## config.mk

```make
export PLATFORM = sky130hd
export DESIGN_NAME = mem_stage
export DESIGN_NICKNAME = d
export VERILOG_FILES = /design/src/rtl/mem_stage_pkg.sv /design/src/rtl/mem_load_align.sv /design/src/rtl/mem_stage.sv
export SDC_FILE = /design/constraint.sdc
export NUM_CORES = 1
export LEC_CHECK = 0
export ABC_AREA = 0
export ABC_CLOCK_PERIOD_IN_PS = 30100
export BUFFER_PORTS_ARGS = -buffer_cell sky130_fd_sc_hd__buf_2
export CORE_AREA = 2 2 145 147
export CTS_BUF_LIST = sky130_fd_sc_hd__clkbuf_16
export CTS_CLUSTER_DIAMETER = 80
export DETAILED_ROUTE_END_ITERATION = 6
export DIE_AREA = 0 0 147 149
export PLACE_DENSITY = 0.94
export SYNTH_ARGS = -nofsm -noshare
export SYNTH_HDL_FRONTEND = slang
export SYNTH_SLANG_ARGS = --single-unit
```

## constraint.sdc

```tcl
create_clock -name clk -period 30.1 [get_ports clk]
set_input_delay 3.01 -clock clk [delete_from_list [all_inputs] [get_ports clk]]
set_output_delay 3.01 -clock clk [all_outputs]
set_load 0.02 [all_outputs]
```

## src/rtl/mem_stage_pkg.sv

```systemverilog
// Shared types for the memory stage: inter-stage bus layouts and load-type codes.
// The bus structs are packed MSB-first so they cast directly to and from the flat bus ports.
package mem_stage_pkg;

    typedef enum logic [2:0] {
        LD_NONE = 3'd0,
        LD_LB   = 3'd1,
        LD_LBU  = 3'd2,
        LD_LH   = 3'd3,
        LD_LHU  = 3'd4,
        LD_LW   = 3'd5,
        LD_LWL  = 3'd6,
        LD_LWR  = 3'd7
    } ld_type_e;

    typedef struct packed {
        logic       mtc0;
        logic       mfc0;
        logic       eret;
        logic [7:0] addr;
    } c0_bus_t;

    typedef struct packed {
        logic        tlbwi;
        logic        tlbr;
        logic [31:0] badvaddr;
        c0_bus_t     c0;
        logic        bd;
        logic        ex;
        logic [4:0]  excode;
        logic        mem_req;
        ld_type_e    ld_type;
        logic [1:0]  addr_lo;
        logic [31:0] rt_value;
        logic [3:0]  rf_we;
        logic [4:0]  dest;
        logic [31:0] alu_res;
        logic [31:0] pc;
    } es_to_ms_t;

    typedef struct packed {
        logic        tlbwi;
        logic        tlbr;
        logic [31:0] badvaddr;
        c0_bus_t     c0;
        logic        bd;
        logic        ex;
        logic [4:0]  excode;
        logic [3:0]  rf_we;
        logic [4:0]  dest;
        logic [31:0] result;
        logic [31:0] pc;
    } ms_to_ws_t;

    typedef struct packed {
        logic        fwd_valid;
        logic        load_pending;
        logic [3:0]  rf_we;
        logic [4:0]  dest;
        logic [31:0] result;
    } ms_to_ds_t;

    localparam int unsigned ES_TO_MS_BUS_WD = $bits(es_to_ms_t);
    localparam int unsigned MS_TO_WS_BUS_WD = $bits(ms_to_ws_t);
    localparam int unsigned MS_TO_DS_BUS_WD = $bits(ms_to_ds_t);

    function automatic logic [31:0] byte_mask(input logic [3:0] we);
        return {{8{we[3]}}, {8{we[2]}}, {8{we[1]}}, {8{we[0]}}};
    endfunction

endpackage

```

## src/rtl/mem_load_align.sv

```systemverilog
// Load data alignment: selects/extends the addressed byte or halfword and merges
// unaligned lwl/lwr data with the old register value.
module mem_load_align
    import mem_stage_pkg::*;
(
    input  logic [2:0]  ld_type,
    input  logic [1:0]  addr_lo,
    input  logic [31:0] rdata,
    input  logic [31:0] rt,
    output logic [31:0] result,
    output logic [3:0]  rf_we
);

    logic [7:0]  byte_sel;
    logic [15:0] half_sel;
    logic [31:0] shift_r;
    logic [31:0] shift_l;
    logic [3:0]  lwl_we;
    logic [3:0]  lwr_we;

    always_comb begin
        byte_sel = rdata[{addr_lo, 3'b000} +: 8];
        half_sel = addr_lo[1] ? rdata[31:16] : rdata[15:0];
        shift_r  = rdata >> {addr_lo, 3'b000};
        // ~addr_lo == 3 - addr_lo for a 2-bit offset
        shift_l  = rdata << {~addr_lo, 3'b000};
        lwl_we   = 4'b1111 << ~addr_lo;
        lwr_we   = 4'b1111 >> addr_lo;

        result = rdata;
        rf_we  = 4'b1111;
        case (ld_type_e'(ld_type))
            LD_LB:  result = {{24{byte_sel[7]}}, byte_sel};
            LD_LBU: result = {24'd0, byte_sel};
            LD_LH:  result = {{16{half_sel[15]}}, half_sel};
            LD_LHU: result = {16'd0, half_sel};
            LD_LWL: begin
                result = shift_l | (rt & ~byte_mask(lwl_we));
                rf_we  = lwl_we;
            end
            LD_LWR: begin
                result = shift_r | (rt & ~byte_mask(lwr_we));
                rf_we  = lwr_we;
            end
            default: ;
        endcase
    end

endmodule

```

## src/rtl/mem_stage.sv

```systemverilog
// Memory pipeline stage: waits for the data-SRAM response of the held load/store,
// aligns load data, and discards responses that belong to flushed or cancelled requests.
module mem_stage
    import mem_stage_pkg::*;
#(
    parameter int unsigned DROP_W = 2
) (
    input  logic                       clk,
    input  logic                       reset,
    output logic                       ms_allowin,
    input  logic                       es_to_ms_valid,
    input  logic [ES_TO_MS_BUS_WD-1:0] es_to_ms_bus,
    input  logic                       es_cancel_pending,
    input  logic                       ws_allowin,
    output logic                       ms_to_ws_valid,
    output logic [MS_TO_WS_BUS_WD-1:0] ms_to_ws_bus,
    output logic [MS_TO_DS_BUS_WD-1:0] ms_to_ds_bus,
    output logic                       ms_ex_eret,
    input  logic                       flush,
    input  logic                       data_sram_data_ok,
    input  logic [31:0]                data_sram_rdata
);

    logic            ms_valid;
    es_to_ms_t       ms_bus;
    logic [DROP_W-1:0] drop_cnt;
    logic            buf_valid;
    logic [31:0]     buf_data;

    logic            drop_idle;
    logic            is_load;
    logic            owned_ok;
    logic            ready_go;
    logic            flush_orphan;
    logic            drop_dec;
    logic [DROP_W:0] drop_sum;
    logic [31:0]     load_data;
    logic [31:0]     align_result;
    logic [3:0]      align_we;
    logic [31:0]     result;
    logic [3:0]      out_we;
    ms_to_ws_t       ws_bus;
    ms_to_ds_t       ds_bus;

    always_comb begin
        drop_idle = (drop_cnt == '0);
        is_load   = (ms_bus.ld_type != LD_NONE);
        owned_ok  = drop_idle & ms_valid & ms_bus.mem_req & ~buf_valid & data_sram_data_ok;
        ready_go  = ~ms_bus.mem_req | ms_bus.ex | buf_valid | (data_sram_data_ok & drop_idle);

        ms_allowin     = ~ms_valid | (ready_go & ws_allowin);
        ms_to_ws_valid = ms_valid & ready_go;
        ms_ex_eret     = ms_valid & (ms_bus.ex | ms_bus.c0.eret);

        // A request still in flight when its owner is flushed will answer later; count it.
        flush_orphan = flush & ms_valid & ms_bus.mem_req & ~buf_valid & ~owned_ok;
        drop_dec     = data_sram_data_ok & ~drop_idle;
        drop_sum     = {1'b0, drop_cnt}
                     + {{DROP_W{1'b0}}, es_cancel_pending}
                     + {{DROP_W{1'b0}}, flush_orphan}
                     - {{DROP_W{1'b0}}, drop_dec};
    end

    always_ff @(posedge clk) begin
        if (reset) begin
            ms_valid  <= 1'b0;
            drop_cnt  <= '0;
            buf_valid <= 1'b0;
        end else begin
            if (flush) begin
                ms_valid <= 1'b0;
            end else if (ms_allowin) begin
                ms_valid <= es_to_ms_valid;
            end
            drop_cnt <= drop_sum[DROP_W-1:0];
            if (flush || (ms_to_ws_valid && ws_allowin)) begin
                buf_valid <= 1'b0;
            end else if (owned_ok && !ws_allowin) begin
                buf_valid <= 1'b1;
            end
        end
    end

    always_ff @(posedge clk) begin
        if (es_to_ms_valid && ms_allowin) begin
            ms_bus <= es_to_ms_t'(es_to_ms_bus);
        end
        if (owned_ok && !ws_allowin) begin
            buf_data <= data_sram_rdata;
        end
    end

    drop_counter_no_overflow: assert property (
        @(posedge clk) disable iff (reset) !drop_sum[DROP_W]
    );

    assign load_data = buf_valid ? buf_data : data_sram_rdata;

    mem_load_align u_load_align (
        .ld_type (ms_bus.ld_type),
        .addr_lo (ms_bus.addr_lo),
        .rdata   (load_data),
        .rt      (ms_bus.rt_value),
        .result  (align_result),
        .rf_we   (align_we)
    );

    always_comb begin
        result = is_load ? align_result : ms_bus.alu_res;
        out_we = (is_load ? (align_we & ms_bus.rf_we) : ms_bus.rf_we)
               & {4{ms_valid & ~ms_bus.ex}};

        ws_bus          = '0;
        ws_bus.tlbwi    = ms_bus.tlbwi;
        ws_bus.tlbr     = ms_bus.tlbr;
        ws_bus.badvaddr = ms_bus.badvaddr;
        ws_bus.c0       = ms_bus.c0;
        ws_bus.bd       = ms_bus.bd;
        ws_bus.ex       = ms_bus.ex;
        ws_bus.excode   = ms_bus.excode;
        ws_bus.rf_we    = out_we;
        ws_bus.dest     = ms_bus.dest;
        ws_bus.result   = result;
        ws_bus.pc       = ms_bus.pc;

        ds_bus              = '0;
        ds_bus.fwd_valid    = ms_valid & (|out_we);
        ds_bus.load_pending = ms_valid & is_load & ~ready_go;
        ds_bus.rf_we        = out_we;
        ds_bus.dest         = ms_bus.dest;
        ds_bus.result       = result;
    end

    assign ms_to_ws_bus = ws_bus;
    assign ms_to_ds_bus = ds_bus;

endmodule

```

==> flow_summary.yaml, run 1 <==
global_routing:
  grt_max_degree: 76
  gr-usage-all-layers_pct: 28.79
  antenna_found_initial: 4
  grt_pass1_wl_um: 46640
  overflow: 0
  grt_pass1_vias: 8029
power:
  p_leak_nw: 5.059
  peakVddDrop_mv: 0.03903
  pwr-share-comb_pct: 19.4
  switching_share_pct: 30.21
  pwr-share-clk_pct: 34.6
  finalPower_mw: 0.7135
  p_per_area_nw_per_um2: 56.18
  power_switching_mw: 0.2155
  intPower_mw: 0.4980
  p_seq_share_pct: 45.9
finish:
  final_cells: 1346
  nets: 1261
  final_cell_area_um2: 12700
  post-route-util_pct: 61.78
  layout-drive-gt1-share_pct: 47.01
  areaGrowthSynthToFinish_pct: 15.75
cts:
  cts_hold_buffers: 0
  cts_tree: "done"
  insertion_delay_ns: 0.44
  cts.sinks: 199
  clock_path_buffers: 2
  h-tree-depth: 4
  cts_buffers: 17
  clkTransAtPathRegs_ns: 0.08
  root_buffer: "clkbuf_16"
  cts_resized: 0
  cts_setup_buffers: 0
synth:
  ys_warn_count: 0
  synth.distinct_cells: 64
  synth-seq-cells: 199
  synth_top_flop_cell: "edfxtp_1"
  synth_area_um2: 10970
  synth_edf_count: 195
  synth-simple-area-share_pct: 5.554
  synthArstFlopShare_pct: 0
  synth-seq-area-share_pct: 54.10
  synth_compound_area_share_pct: 11.43
  muxShareOfSynthArea_pct: 16.67
  synth_xor_area_share_pct: 0.1597
  synth_cells: 836
  postSynthAreaPerCell_um2: 13.12
  yosys.area_share.adder_pct: 0.2965
  synth_top_family_by_area: "multiplexers"
  synth_nets: 1040
sta:
  finClkSkew_ns: 0.01531
  tns_ns: 0
  relSlewSlack_pct: 18.59
  rsz0062_at_grt: "no"
  max_freq_mhz: 122.9
  worst_slack_ns: 21.96
  period_share_pct: 27.04
  drv_slew: 0
  period_needed_ns: 8.139
  worst_slew_pin_slew_ns: 1.217
  hold_viol: 0
  fin_hold_ws_ns: 0.6560
  setup_viol: 0
place:
  placed_cells: 1313
  place_congestion: 0.8818
  placed_cell_area_um2: 12040
  dpl_worst_slack_ns: 22.05
  portBuffers: 372
  hpwl_um: 23560
status:
  status: "finished with violations"
  violations: "design-rule violations"
die:
  die_area_um2: 21900
  rows: 53
  die_h_um: 149
  start_util_pct: 53.37
  ios: 373
  core_um2: 20560
  die_x_um: 147
detailed_routing:
  vias: 8284
  vias_per_cell: 6.155
  drt_iter0_markers: 978
  route.detailed.wl_per_inst_um: 24.15
  antenna_left: 0
  drt-pass1-iter-count: 7
  drt-total-wl_um: 32510
  drc: 2
setup_path:
  end_kind: "output port"
  startpoint_type: "primary input"
  reg2reg_slack_ns: 26.07
  path_max_fanout: 6
  crit_required_ns: 27.09
  crit_type: "in -> out"
  arrival_ns: 5.13
worst_hold_path:
  hold_path.class: "reg -> reg"
flow_run:
  maxCapViolations: 0
==> power groups by stage <==
stage / logic [mW] / clock network (mW) / registers [mW]
final: 0.139 / 0.247 / 0.328
after global routing: 0.146 / 0.260 / 0.329
after CTS: 0.138 / 0.250 / 0.328
after detailed placement: 0.137 / 0 / 0.334
after global placement: 0.133 / 0 / 0.333
after floorplan: 0.102 / 0 / 0.336
==> flip-flops by register name, summed over array words and instances, names as in the netlist <==
signal        cells
buf_data         32
ms_bus           74
buf_valid         1
ms_to_ds_bus      5
drop_cnt          2
ms_valid          1
ms_to_ws_bus     84
==> cell families after synthesis <==
kind of cell               Yosys count
buffers and inverters              192
muxes                              125
adders and majority gates            2
xor gates and xnor gates             2
and+or+nand+nor                    136
DFF                                199
AOI/OAI and AO/OA                  180
==> metal layers <==
| layer | vias up | track usage (%) | wire length [um] |
|---|---|---|---|
| met5 | - | 0 | 7 |
| met4 | 2 | 13.65 | 1561 |
| met3 | 115 | 7.003 | 3776 |
| met2 | 708 | 49.41 | 16270 |
| met1 | 3897 | 34.47 | 10900 |
| li1 | 3562 | - | - |
==> final cells by class <==
| type | instances | area, um2 |
|---|---|---|
| sequential | 199 | 5939 |
| antenna | 1 | 2.502 |
| clock buffer | 17 | 425.4 |
| timing repair buffer | 386 | 1967 |
| multi-input combinational | 445 | 3756 |
| inverter | 8 | 30.03 |
| fill | 1565 | 7858 |
| tap | 275 | 344.1 |
| clock inverter | 15 | 235.2 |
==> worst paths after layout <==
check	end	cells past startpoint	startpoint
max	ms_to_ws_bus[48]	6	data_sram_rdata[15]
max reg2reg	ms_bus[35]$_DFFE_PP_	6	drop_cnt[1]$_SDFF_PP0_
min reg2reg	ms_valid$_SDFFE_PP0N_	2	ms_valid$_SDFFE_PP0N_
min	ms_valid$_SDFFE_PP0N_	2	ms_valid$_SDFFE_PP0N_
==> worst max-delay path: stages <==
cell      delay, ns
buf_2          0.13
mux4_2         0.52
a211oi_2       0.42
o31a_1         0.55
a221oi_1       0.24
buf_2          0.25
==> cells in the mapped netlist (5+ instances only) <==
library cell	count	area, um2
o22ai_1	21	131.4
nor2b_1	6	37.54
mux2_2	32	360.4
a21o_1	12	90.09
a22oi_1	7	52.55
a211oi_1	13	97.59
buf_4	136	1021
nor2_1	63	236.5
o22a_1	5	43.79
a2111oi_0	9	78.83
a31oi_1	8	50.05
clkbuf_1	22	82.58
o21ai_0	9	45.04
mux2i_1	50	500.5
nand2_1	37	138.9
a221oi_1	8	70.07
a21oi_1	49	245.2
mux4_2	43	968.4
inv_1	6	22.52
nand2b_1	5	31.28
buf_2	17	85.08
edfxtp_1	195	5856
==> cells in the final DEF (no fill, tap or decap), types with 4 or more instances in the layout <==
cell type / n
a21o_1: 12
mux2i_1: 50
mux2_2: 32
a311oi_1: 4
inv_1: 6
and2_1: 4
edfxtp_1: 195
a31oi_1: 8
inv_12: 4
nand3_1: 4
clkinv_8: 6
a211oi_1: 13
clkbuf_16: 17
o22a_1: 5
a2111oi_0: 9
a21oi_1: 48
buf_4: 14
mux4_2: 43
a221oi_1: 8
o22ai_1: 21
a22oi_1: 7
nand2_1: 37
a211o_1: 4
nor2_1: 62
o21a_1: 4
o21ai_0: 9
nand2b_1: 5
nor2b_1: 6
buf_2: 372
Note: power is estimated with default switching activity, not from simulation.
==> run 2: changes to the inputs <==
ABC_CLOCK_PERIOD_IN_PS = 7000   (was 30100)
CORE_AREA = unset   (was 2 2 145 147)
CORE_UTILIZATION = 46   (was unset)
DIE_AREA = unset   (was 0 0 147 149)
PLACE_DENSITY = 0.86   (was 0.94)
clock period = 7 ns   (was 30.1 ns; I/O delays follow)
==> flow_summary.yaml, run 2 (synthesis results as in run 1) <==
worst_hold_path:
  min_from: "es_to_ms_bus[13]"
  hold_path.class: "in -> reg"
  holdPathEnd: "ms_to_ws_bus[13]$_DFFE_PP_"
  min_path_cells: 1
sta:
  relSlewSlack_pct: 20.27
  rsz0062_at_grt: "no"
  setup_viol: 0
  hold_viol: 0
  worst_slew_pin_slew_ns: 1.192
  period_share_pct: 65.81
  finClkSkew_ns: 0.02098
  worst_slack_ns: 2.394
  drv_slew: 0
  period_needed_ns: 4.606
  tns_ns: 0
  max_freq_mhz: 217.1
setup_path:
  crit_path_top_delay_cell: "nor2_1"
  reg2reg_slack_ns: 4.06
  startpoint_type: "flip-flop"
  r2r-end: "ms_bus[73]$_DFFE_PP_"
  arrival_ns: 3.91
  critPathLaunch: "ms_bus[108]$_DFFE_PP_"
  crit_required_ns: 6.30
  crit_chain: "buf_4, clkinv_1, nor2_1, a211oi_2, o31a_1, a221oi_1, buf_2"
  rr_worst_depth: 5
  path_max_fanout: 30
  crit_type: "reg -> out"
  r2r-start: "drop_cnt[1]$_SDFF_PP0_"
  critPathMaxStageDelay_ns: 1.10
  end_kind: "output port"
global_routing:
  grt_pass1_wl_um: 46440
  grt-busiest-layer: "met2"
  use_met3_pct: 7.754
  gr-usage-all-layers_pct: 25.99
  use_met1_pct: 31.11
  grt_pass1_vias: 7763
  antenna_found_initial: 13
  overflow: 0
  grt_max_degree: 141
  grt_util_met2_pct: 43.58
place:
  hpwl_um: 23620
  placed_cells: 1353
  place_congestion: 0.9075
  portBuffers: 372
  dpl_worst_slack_ns: 2.925
finish:
  areaGrowthSynthToFinish_pct: 16.20
  largest_reg_flops: 84
  final_cells: 1391
  layout_commonest_cell: "buf_2"
  layout-drive-gt1-share_pct: 46.81
  final_cell_mix: "buf_2, edfxtp_1, nor2_1"
  nets: 1257
  post-route-util_pct: 54.48
die:
  die_h_um: 156.4
  ios: 373
  start_util_pct: 46.88
  core_um2: 23400
  die_x_um: 156.4
  rows: 56
  die_area_um2: 24470
flow_run:
  maxCapViolations: 0
detailed_routing:
  vias: 8027
  drt_iter0_markers: 674
  drt-total-wl_um: 32220
  vias_per_cell: 5.771
  antenna_left: 0
  route.detailed.wl_per_inst_um: 23.16
  drt-pass1-iter-count: 7
  drc: 0
status:
  status: "finished, final reports clean"
cts:
  cts.sinks: 199
  cts_setup_buffers: 0
  clkTransAtPathRegs_ns: 0.09
  cts_tree: "done"
  h-tree-depth: 4
  clock_path_buffers: 2
  root_buffer: "clkbuf_16"
  cts_buffers: 17
  insertion_delay_ns: 0.45
  cts_resized: 0
  cts_hold_buffers: 0
power:
  power_switching_mw: 0.9508
  p_per_area_nw_per_um2: 239.7
  intPower_mw: 2.105
  switching_share_pct: 31.12
  p_leak_nw: 5.042
  pwr-share-clk_pct: 34.5
  p_seq_share_pct: 46.3
  finalPower_mw: 3.056
  pwr-share-comb_pct: 19.2
  peakVddDrop_mv: 0.1515
[run 2: cell count changes in the layout (fill, tap and decap cells not counted)]
cell / before / now
buf_4: 14 / 8
diode_2: 1 / 6
clkinv_8: 6 / 9
buf_12: 0 / 2
bufinv_16: 1 / 0
clkinv_2: 0 / 1
inv_12: 4 / 3
inv_6: 1 / 0
inv_8: 3 / 2
[run 2: metal layers]
metal / vias to the layer above / share of wire, %
li1: 3546 / -
met1: 3887 / 37
met2: 489 / 50
met3: 91 / 9.5
met4: 14 / 3.9
met5: - / 0.25
[run 2: worst max path at each step]
stage	endpoint	depth (start not counted)
after floorplan	ms_bus[100]$_DFFE_PP_	4
after global placement	ms_to_ws_bus[51]	7
after detailed placement	ms_to_ws_bus[53]	7
after CTS	ms_to_ws_bus[53]	7
after global routing	ms_to_ds_bus[19]	7
final	ms_to_ws_bus[53]	7
[run 2: area by class of cell]
cell class / instances / area, um2
fillers: 2012 / 10650
flip-flops and latches: 199 / 5939
multi-input cells: 445 / 3756
repair buffers: 382 / 1962
clock buffers: 17 / 425.4
well taps: 319 / 399.1
clock inverters: 15 / 222.7
inverters: 8 / 30.03
diodes: 6 / 15.01
[run 2: worst max-delay path, delay by kind of cell, from the launching register on]
family | cells | cell delay (ns)
and+or+nand+nor | 1 | 1.10
AOI/OAI and AO/OA | 3 | 0.89
buffers and inverters | 3 | 1.13
DFF | 1 | 0.33
[run 2: power by group through the flow]
stage | logic [mW] | registers (mW) | clock network, mW
finish | 0.587 | 1.41 | 1.05
global route | 0.626 | 1.42 | 1.11
CTS | 0.584 | 1.41 | 1.07
detailed placement | 0.582 | 1.44 | 0
global placement | 0.573 | 1.44 | 0
floorplan | 0.438 | 1.44 | 0
[run 2: through the flow]
stage	cell area, um2	hold slack [ns]
after floorplan	10980	0.6158
after global placement	12090	0.6332
after detailed placement	12090	0.6389
after CTS	12730	0.4030
after global routing	12740	0.4041
final	12750	0.4149
==> run 3: changes to the inputs <==
ABC_CLOCK_PERIOD_IN_PS = 3840   (was 7000)
clock period = 3.84 ns   (was 7 ns; I/O delays follow)
==> flow_summary.yaml, run 3 (synthesis results as in run 1) <==
setup_path:
  r2r-end: "ms_bus[33]$_DFFE_PP_"
  rr_worst_depth: 4
  reg2reg_slack_ns: 1.49
  path_max_fanout: 22
  crit_chain: "nand2_1, nor2_1, a211oi_2, o31a_1, a221oi_1, buf_2"
  end_kind: "output port"
  crit_path_top_delay_cell: "edfxtp_1"
  r2r-start: "buf_valid$_SDFFE_PP0P_"
  critPathMaxStageDelay_ns: 0.78
  crit_type: "reg -> out"
  startpoint_type: "flip-flop"
  arrival_ns: 3.21
  crit_required_ns: 3.46
global_routing:
  gr-usage-all-layers_pct: 26.61
  overflow: 0
  grt_max_degree: 65
  grt_pass1_wl_um: 47030
  grt_pass1_vias: 8000
  antenna_found_initial: 12
cts:
  h-tree-depth: 4
  cts_tree: "done"
  insertion_delay_ns: 0.45
  root_buffer: "clkbuf_16"
  cts_hold_buffers: 0
  clock_path_buffers: 2
  cts.sinks: 199
  cts_resized: 0
  cts_buffers: 17
  clkTransAtPathRegs_ns: 0.09
  cts_setup_buffers: 0
die:
  die_x_um: 156.4
  ios: 373
  rows: 56
  die_area_um2: 24470
  core_um2: 23400
  start_util_pct: 46.88
  die_h_um: 156.4
power:
  peakVddDrop_mv: 0.3004
  p_per_area_nw_per_um2: 430.1
  p_leak_nw: 5.124
detailed_routing:
  drt_iter0_markers: 721
  drt-pass1-iter-count: 6
  drt-total-wl_um: 32660
  route.detailed.wl_per_inst_um: 23.21
  vias: 8095
  drc: 0
  vias_per_cell: 5.753
  antenna_left: 0
place:
  placed_cell_area_um2: 12250
  place_congestion: 0.9550
  dpl_worst_slack_ns: 0.7700
  hpwl_um: 24700
  portBuffers: 372
sta:
  worst_slew_pin_slew_ns: 1.128
  hold_viol: 0
  drv_slew: 0
  relSlewSlack_pct: 24.83
  max_freq_mhz: 278.2
  setup_viol: 0
  worst_slack_ns: 0.2452
  period_share_pct: 93.61
  rsz0062_at_grt: "no"
  finClkSkew_ns: 0.01260
  period_needed_ns: 3.595
worst_hold_path:
  min_from: "es_to_ms_bus[9]"
  hold_path.class: "in -> reg"
  holdPathEnd: "ms_to_ws_bus[9]$_DFFE_PP_"
  min_path_cells: 1
finish:
  final_cell_mix: "buf_2, edfxtp_1, nor2_1"
  layout_commonest_cell: "buf_2"
  final_cell_area_um2: 12880
  largest_reg_flops: 84
  layout-drive-gt1-share_pct: 47.69
  num-fill-cells: 2020
  nets: 1273
  areaGrowthSynthToFinish_pct: 17.42
status:
  status: "finished, final reports clean"
flow_run:
  maxCapViolations: 0
==> run 3: worst max-delay path by stage <==
stage                                 startpoint                     to  slack [ns]  depth (start not counted)
after floorplan           buf_valid$_SDFFE_PP0P_  ms_bus[100]$_DFFE_PP_       -0.24                          6
after global placement    buf_valid$_SDFFE_PP0P_       ms_to_ws_bus[62]        0.86                          6
after detailed placement  buf_valid$_SDFFE_PP0P_       ms_to_ws_bus[62]        0.77                          6
after CTS                 buf_valid$_SDFFE_PP0P_       ms_to_ws_bus[62]        0.29                          6
after global routing      buf_valid$_SDFFE_PP0P_       ms_to_ws_bus[34]        0.07                          7
final                      ms_bus[109]$_DFFE_PP_       ms_to_ds_bus[19]        0.25                          6
==> run 3: per-layer routing <==
metal	vias up	global-route usage, %	part of all wire (%)
met5	-	0	0.23
met4	14	12.00	4.3
met3	98	9.194	11
met2	534	45.73	50
met1	3873	29.76	35
li1	3576	-	-
==> run 3: worst max-delay path, delay by kind of cell, from the launching register on <==
kind | cells | cell delay, ns
AND/OR/NAND/NOR | 2 | 0.91
AO/OA/AOI/OAI | 3 | 0.82
flip-flops | 1 | 0.78
buffers and inverters | 1 | 0.24
==> run 3: where the power goes <==
| part | total (mW) | internal (mW) | switching [mW] |
|---|---|---|---|
| registers | 2.59 | 2.52 | 0.0670 |
| clock network | 1.87 | 0.899 | 0.972 |
| logic | 1.08 | 0.415 | 0.667 |
==> run 3: final cells by class <==
| class | instances | area, um2 | area share (%) |
|---|---|---|---|
| sequential | 199 | 5939 | 46.10 |
| multi-input combinational | 445 | 3774 | 29.29 |
| timing repair buffer | 398 | 2107 | 16.35 |
| clock buffer | 17 | 425.4 | 3.302 |
| tap | 319 | 399.1 | 3.098 |
| clock inverter | 15 | 193.9 | 1.505 |
| inverter | 8 | 30.03 | 0.2331 |
| antenna | 6 | 15.01 | 0.1165 |
==> run 3: metrics by stage <==
stage / power [mW] / cells / util (%) / hold WS [ns] / setup TNS, ns
after floorplan: 3.413 / 836 / - / 0.4454 / -39.38
after global placement: 3.688 / 1369 / 52.34 / 0.5608 / 0
after detailed placement: 3.711 / 1369 / 52.34 / 0.5621 / 0
after CTS: 5.567 / 1401 / 54.99 / 0.08646 / 0
after global routing: 5.714 / 1404 / 55.02 / 0.08824 / 0
final: 5.541 / 1407 / 55.05 / 0.1002 / 0
